[src/rtl/reflet_cpu_core.sv]
`default_nettype none
// ============================================================================
//  Module   : reflet_cpu_core
//  Purpose  : Multi-cycle accumulator CPU for the Reflet ISA. Instructions are
//             8 bits wide and the datapath is 'wordsize' bits wide. Code and
//             data share one memory port. Memory reads return data one cycle
//             after the address is presented.
//  Ports    : clk      - clock; all state changes on the rising edge
//             reset    - asynchronous active-high reset; clears all state
//             quit     - high while halted by the quit instruction
//             data_in  - memory read data, valid one cycle after addr
//             addr     - memory word address
//             data_out - memory write data
//             write_en - memory write strobe, one cycle per write
//             ext_int  - level-sensitive external interrupt requests
//  Revision : 1.0 - initial release
// ============================================================================
module reflet_cpu_core #(
    parameter int wordsize = 16
) (
    input  logic                clk,
    input  logic                reset,
    output logic                quit,
    input  logic [wordsize-1:0] data_in,
    output logic [wordsize-1:0] addr,
    output logic [wordsize-1:0] data_out,
    output logic                write_en,
    input  logic [3:0]          ext_int
);

    localparam logic [2:0] ST_FETCH  = 3'd0;
    localparam logic [2:0] ST_DECODE = 3'd1;
    localparam logic [2:0] ST_MEM_WR = 3'd2;
    localparam logic [2:0] ST_MEM_RD = 3'd3;
    localparam logic [2:0] ST_WAIT   = 3'd4;
    localparam logic [2:0] ST_HALT   = 3'd5;

    localparam int WR = 0;
    localparam int SR = 13;
    localparam int SP = 14;
    localparam int PC = 15;

    localparam logic [wordsize-1:0] WORD_ONE = {{(wordsize-1){1'b0}}, 1'b1};

    logic [2:0]          state;
    logic [2:0]          next_state;
    logic [wordsize-1:0] regs [16];
    logic [wordsize-1:0] mem_addr;     // target address of the pending memory access
    logic [wordsize-1:0] mem_data;     // data of the pending write
    logic                load_to_pc;   // pending read lands in PC (ret) instead of WR

    logic [wordsize-1:0] wr;
    logic [wordsize-1:0] sp;
    logic [wordsize-1:0] pc;
    logic [wordsize-1:0] rx;
    logic [3:0]          opc;
    logic [3:0]          rx_idx;
    logic                cmp;
    logic                in_int;
    logic [3:0]          irq_pending;
    logic                irq_take;
    logic [wordsize-1:0] irq_vector;

    assign wr          = regs[WR];
    assign sp          = regs[SP];
    assign pc          = regs[PC];
    assign opc         = data_in[7:4];
    assign rx_idx      = data_in[3:0];
    assign rx          = regs[rx_idx];
    assign cmp         = regs[SR][0];
    assign in_int      = regs[SR][1];
    assign irq_pending = ext_int & regs[SR][7:4];
    assign irq_take    = !in_int && (irq_pending != 4'b0000);

    // Lowest-numbered enabled request wins; vector for line i is 4*(i+1).
    always_comb begin
        irq_vector = '0;
        if (irq_pending[0])      irq_vector = wordsize'(4);
        else if (irq_pending[1]) irq_vector = wordsize'(8);
        else if (irq_pending[2]) irq_vector = wordsize'(12);
        else if (irq_pending[3]) irq_vector = wordsize'(16);
    end

    // ------------------------------------------------------------------
    // State register
    // ------------------------------------------------------------------
    always_ff @(posedge clk or posedge reset) begin
        if (reset) begin
            state <= ST_FETCH;
        end else begin
            state <= next_state;
        end
    end

    // ------------------------------------------------------------------
    // Next-state logic
    // ------------------------------------------------------------------
    always_comb begin
        next_state = state;
        case (state)
            ST_FETCH: begin
                // An accepted interrupt replaces the fetch with a push cycle.
                next_state = irq_take ? ST_MEM_WR : ST_DECODE;
            end
            ST_DECODE: begin
                next_state = ST_FETCH;
                if (opc == 4'hE) begin
                    next_state = ST_MEM_WR;
                end else if (opc == 4'hF) begin
                    next_state = ST_MEM_RD;
                end else if (opc == 4'h0) begin
                    case (rx_idx)
                        4'h3, 4'h6, 4'h9: next_state = ST_MEM_RD;
                        4'h4, 4'h5:       next_state = ST_MEM_WR;
                        4'h7:             next_state = ST_HALT;
                        default:          next_state = ST_FETCH;
                    endcase
                end
            end
            ST_MEM_WR: next_state = ST_FETCH;
            ST_MEM_RD: next_state = ST_WAIT;
            ST_WAIT:   next_state = ST_FETCH;
            ST_HALT:   next_state = ST_HALT;
            default:   next_state = ST_FETCH;
        endcase
    end

    // ------------------------------------------------------------------
    // Output logic: bus signals are decoded from the current state so an
    // asynchronous reset withdraws a pending write immediately.
    // ------------------------------------------------------------------
    always_comb begin
        quit     = (state == ST_HALT);
        write_en = (state == ST_MEM_WR);
        addr     = pc;
        data_out = '0;
        if (state == ST_MEM_WR || state == ST_MEM_RD) begin
            addr = mem_addr;
        end
        if (state == ST_MEM_WR) begin
            data_out = mem_data;
        end
    end

    // ------------------------------------------------------------------
    // Datapath / register file
    // ------------------------------------------------------------------
    always_ff @(posedge clk or posedge reset) begin
        if (reset) begin
            for (int i = 0; i < 16; i++) begin
                regs[i] <= '0;
            end
            mem_addr   <= '0;
            mem_data   <= '0;
            load_to_pc <= 1'b0;
        end else begin
            case (state)
                ST_FETCH: begin
                    if (irq_take) begin
                        regs[SP]    <= sp - WORD_ONE;
                        mem_addr    <= sp - WORD_ONE;
                        mem_data    <= pc;
                        regs[PC]    <= irq_vector;
                        regs[SR][1] <= 1'b1;
                    end
                end
                ST_DECODE: begin
                    // Default sequential advance; PC-writing instructions
                    // below override it (later non-blocking write wins).
                    regs[PC] <= pc + WORD_ONE;
                    case (opc)
                        4'h1: regs[WR] <= {{(wordsize-4){1'b0}}, rx_idx};
                        4'h2: regs[WR] <= rx;
                        4'h3: regs[rx_idx] <= wr;
                        4'h4: regs[WR] <= wr + rx;
                        4'h5: regs[WR] <= wr - rx;
                        4'h6: regs[WR] <= wr & rx;
                        4'h7: regs[WR] <= wr | rx;
                        4'h8: regs[WR] <= wr ^ rx;
                        4'h9: regs[WR] <= ~rx;
                        // Logical shifts by >= wordsize naturally yield zero.
                        4'hA: regs[WR] <= wr << rx;
                        4'hB: regs[WR] <= wr >> rx;
                        4'hC: regs[SR][0] <= (wr == rx);
                        4'hD: regs[SR][0] <= (wr < rx);
                        4'hE: begin
                            mem_addr <= rx;
                            mem_data <= wr;
                        end
                        4'hF: begin
                            mem_addr   <= rx;
                            load_to_pc <= 1'b0;
                        end
                        default: begin
                            case (rx_idx)
                                4'h1: regs[SR][0] <= ~cmp;
                                4'h2: begin
                                    if (cmp) begin
                                        regs[PC] <= wr;
                                    end
                                end
                                4'h3: begin
                                    mem_addr   <= sp;
                                    regs[SP]   <= sp + WORD_ONE;
                                    load_to_pc <= 1'b0;
                                end
                                4'h4: begin
                                    regs[SP] <= sp - WORD_ONE;
                                    mem_addr <= sp - WORD_ONE;
                                    mem_data <= wr;
                                end
                                4'h5: begin
                                    regs[SP] <= sp - WORD_ONE;
                                    mem_addr <= sp - WORD_ONE;
                                    mem_data <= pc + WORD_ONE;
                                    regs[PC] <= wr;
                                end
                                4'h6: begin
                                    mem_addr   <= sp;
                                    regs[SP]   <= sp + WORD_ONE;
                                    load_to_pc <= 1'b1;
                                end
                                4'h8: regs[SR][7:4] <= wr[3:0];
                                4'h9: begin
                                    mem_addr    <= sp;
                                    regs[SP]    <= sp + WORD_ONE;
                                    load_to_pc  <= 1'b1;
                                    regs[SR][1] <= 1'b0;
                                end
                                default: ;
                            endcase
                        end
                    endcase
                end
                ST_WAIT: begin
                    if (load_to_pc) begin
                        regs[PC] <= data_in;
                    end else begin
                        regs[WR] <= data_in;
                    end
                end
                default: ;
            endcase
        end
    end

endmodule
`default_nettype wire

[config.mk]
export PLATFORM = sky130hd
export DESIGN_NAME = reflet_cpu_core
export DESIGN_NICKNAME = d
export VERILOG_FILES = /design/src/rtl/reflet_cpu_core.sv
export SDC_FILE = /design/constraint.sdc
export NUM_CORES = 1
export LEC_CHECK = 0
export ABC_AREA = 1
export BUFFER_PORTS_ARGS = -buffer_cell sky130_fd_sc_hd__buf_2
export CAP_MARGIN = 40
export CORE_ASPECT_RATIO = 2
export CORE_MARGIN = 10
export CORE_UTILIZATION = 60
export CTS_CLUSTER_DIAMETER = 40
export DETAILED_ROUTE_END_ITERATION = 10
export PLACE_DENSITY = 0.77
export SETUP_SLACK_MARGIN = 0.4
export SKIP_CTS_REPAIR_TIMING = 1
export SLEW_MARGIN = 10
export SYNTH_ARGS = -nofsm -noshare
export SYNTH_HDL_FRONTEND = slang
export SYNTH_SLANG_ARGS = --single-unit
[constraint.sdc]
create_clock -name clk -period 12.5 [get_ports clk]
set_input_delay 2.5 -clock clk [delete_from_list [all_inputs] [get_ports clk]]
set_output_delay 2.5 -clock clk [all_outputs]
set_load 0.03 [all_outputs]
==> key figures <==
Global route
  • Initial antenna violation count: 4
  • GRT overflow: 0
  • Global-route wire length before repair: approximately 140 mm
  • Tot GR Track Use: 0.4316
  • Pin count of the biggest net entering global routing: 86
  • Vias in the first global route: between 20000 and 25000

Worst setup path
  • Reg-to-reg endpoint: wr[14]
  • Worst r2r src: wr[3]
  • Worst setup SP type: primary input
  • Reg2reg path depth: 24
  • Setup crit end kind: flip-flop
  • Critical path class: primary input to flip-flop
  • CP max FO: 65
  • Arrival time worst endpoint: 8.97 ns
  • R2r setup slk: approximately 7.1 ns
  • Critical Path RT: about 13 ns

Placement
  • Port Buffers: 55
  • DP HPWL: 64.71 mm
  • RD Place Congestion: approximately 1.1

Die
  • # rows: 95
  • Starting density of the core: 0.6084
  • Die height: around 280 um
  • IO Count: 56
  • Core ar.: roughly 34000 sq um
  • Die X: approximately 150 um
  • DIE AREA: 42350 sq um

Clocking
  • H-tree depth: 2
  • Num CTS Buffers: 34
  • Clock tree root buffer cell: clkbuf_16
  • Clock Pin Slew Worst Setup and Hold Paths: roughly 0.060 ns
  • Clock Latency Late Sink: 0.55 ns
  • Clock sink total: around 290
  • CTS tree: done
  • Clk buf depth: 3

Power
  • VDD IR-drop max: approximately 0.21 mV
  • PD cells: 222.3 nW/um^2
  • Overall power: just under 5 mW
  • LEAKAGE: about 11 nW

Run status
  • Outcome: finished, final reports clean

Layout
  • Fin nets: 3110
  • Share of layout cells above drive strength 1: 0.07829
  • Area Overhead vs Synth: 9.061%
  • Most common cell after layout, fill and taps aside: nand2_1
  • FILL cells: 2967
  • Util after Layout: 0.6635
  • Commonest cells after routing, fill and taps aside: 1050 x nand2_1, 353 x o21ai_0, 292 x dfrtp_1, 240 x nor2_1, 186 x inv_1

Logic synthesis
  • Syn Nets: roughly 3100
  • Most used DFF post-synth: dfrtp_1
  • Cells after Synth: 3036
  • Yosys warnings: 0
  • Mean Syn Cell Area: 6.741 sq um
  • Sequential element share of the synthesized area: 0.3570
  • Post-synth ARST share: 1.000
  • Synth Register Bits: between 200 and 300
  • Post-Syn Area: approximately 20000 sq um
  • Synth cell types: between 60 and 70
  • Post-synth EDFFs: 0

Route
  • Number of DRC markers after the initial detailed-route iteration: about 3000
  • Via Count: 23090
  • Antenna viol nets, final: 0
  • Routed WL per cell: 26.47 um
  • 1st-pass router iterations: 6
  • Via density: 6.637
  • DRC Markers: 0
  • Final wirelength: slightly above 90 mm

Worst hold path
  • Hold Path Class: flip-flop to flip-flop
  • Hold Crit Depth: 2
  • Endpoint, Worst Hold: regs[90]
  • Hold Crit Start: regs[90]

Timing
  • Final Hold Slack: roughly 0.49 ns
  • Slew HR: 0.3232
  • Fin Clk Skew: about 0.038 ns
  • Max Clock Freq: 0.1170 GHz
  • Final Hold Viols: 0
  • Minimum clock period: 8.549 ns
  • Max Slew Vio Count: 0
  • Setup violators final: 0
  • Worst-Margin Slew: between 1 and 1.5 ns
  • Final Cycle Share: 0.6839
  • Setup tns final: 0 ns
  • RSZ-0062 raised after global routing: no

Run
  • Max-Cap Viols: 0
cells in the mapped netlist (3+ instances only):
cell type  count  area share
a22oi_1       31       0.011
a211oi_1      11      0.0040
o2111ai_1     12      0.0051
a21oi_1      154       0.038
o21bai_1       7      0.0026
o21ai_2        7      0.0030
nor2_4        10      0.0055
nand3b_1       5      0.0018
nor2_1       242       0.044
nand2_1     1050        0.19
xor2_1        32       0.014
o211ai_1      27      0.0099
o22ai_1       22      0.0067
o221ai_1      16      0.0068
nand3_1      120       0.029
nor4_1        16      0.0049
nand2_2        5      0.0015
dfrtp_1      292        0.36
nor2_2         7      0.0021
inv_2         11      0.0020
a32oi_1        9      0.0039
nand4_1       19      0.0058
a221oi_1       5      0.0021
a2111oi_0      5      0.0021
a31oi_1       30      0.0092
o21ai_0      354       0.087
a41oi_1        3      0.0013
o31ai_1       10      0.0037
clkbuf_1     126       0.023
ha_1          68       0.042
buf_6         10      0.0055
inv_1        187       0.034
o21ai_1       11      0.0027
buf_2         32      0.0078
clkinv_1      16      0.0029
buf_1         11      0.0020
nor3_1        29      0.0071
worst max-delay path by stage:
stage,from,to,cells after the start
2_1_floorplan,reset,cmp,1
3_3_place_gp,data_in[0],wr[14],29
3_5_place_dp,data_in[0],wr[12],27
4_1_cts,data_in[0],wr[12],27
5_1_grt,data_in[0],wr[12],27
6_report,data_in[0],wr[12],27
state kept, by name, summed over array words and instances, names as in the netlist:
register,count
regs,206
mem_data,16
pc,16
wr,16
cmp,1
in_int,1
state,3
mem_addr,16
load_to_pc,1
sp,16
per-layer routing:
| layer | track usage | vias to the layer above | wire (um) |
|---|---|---|---|
| met2 | 0.6866 | 1854 | 42100 |
| met1 | 0.4579 | 10620 | 28600 |
| met5 | 0 | - | 25 |
| met3 | 0.1281 | 582 | 11510 |
| li1 | - | 10030 | - |
| met4 | 0.3631 | 6 | 9834 |
final cells by class:
cell class | count | area (sq um) | area share
repair buffers | 127 | 1045 | 0.04681
multi-input cells | 2348 | 11560 | 0.5180
well taps | 436 | 545.5 | 0.02444
clock inverters | 19 | 157.7 | 0.007063
inverters | 215 | 817.0 | 0.03661
diodes | 3 | 7.507 | 0.0003363
clock buffers | 39 | 879.6 | 0.03941
flip-flops and latches | 292 | 7307 | 0.3274
worst max-delay path, stage by stage:
cell	delay [ns]
buf_2	0.58
buf_4	0.53
inv_2	0.04
buf_4	0.35
nand2_1	0.37
inv_2	0.24
a22oi_1	0.23
o221ai_1	0.15
nand2_1	0.10
nand2_1	0.10
nor2_4	0.57
inv_1	0.56
ha_1	0.37
inv_1	0.09
fa_1	0.22
nor2_1	0.08
o21ai_0	0.14
nand2_1	0.14
a21oi_1	0.25
o21ai_0	0.27
a21o_1	0.25
o21ai_0	0.15
a21oi_1	0.06
nor4_1	0.30
o21ai_1	0.14
nand2_1	0.08
a21oi_1	0.07
cell families (layout without fill, tap and decap cells):
| kind of cell | after synthesis | in the layout | share of synthesized area |
|---|---|---|---|
| AO/OA/AOI/OAI | 731 | 731 | 0.2065 |
| XOR/XNOR | 34 | 34 | 0.01455 |
| adder cells (fa/ha/maj) | 70 | 70 | 0.04353 |
| buffers and inverters | 396 | 400 | 0.07874 |
| flip-flops | 292 | 292 | 0.3570 |
| other | 0 | 3 | 0 |
| AND/OR/NAND/NOR | 1513 | 1513 | 0.2996 |
power breakdown:
group / internal (mW) / switching (mW) / total [mW]
clock network: 0.518 / 0.434 / 0.952
registers: 1.16 / 0.297 / 1.46
logic: 0.681 / 1.87 / 2.55
total: 2.36 / 2.61 / 4.96
through the flow:
step                setup WS, ns  instances  area, sq um
finish                     3.951       3479        22320
global route               3.493       3476        22310
CTS                        4.185       3472        22280
detailed placement         3.684       3414        21250
global placement           3.921       3393        20860
floorplan                  1.938       3036        20470
Note: power is estimated with default switching activity, not from simulation.
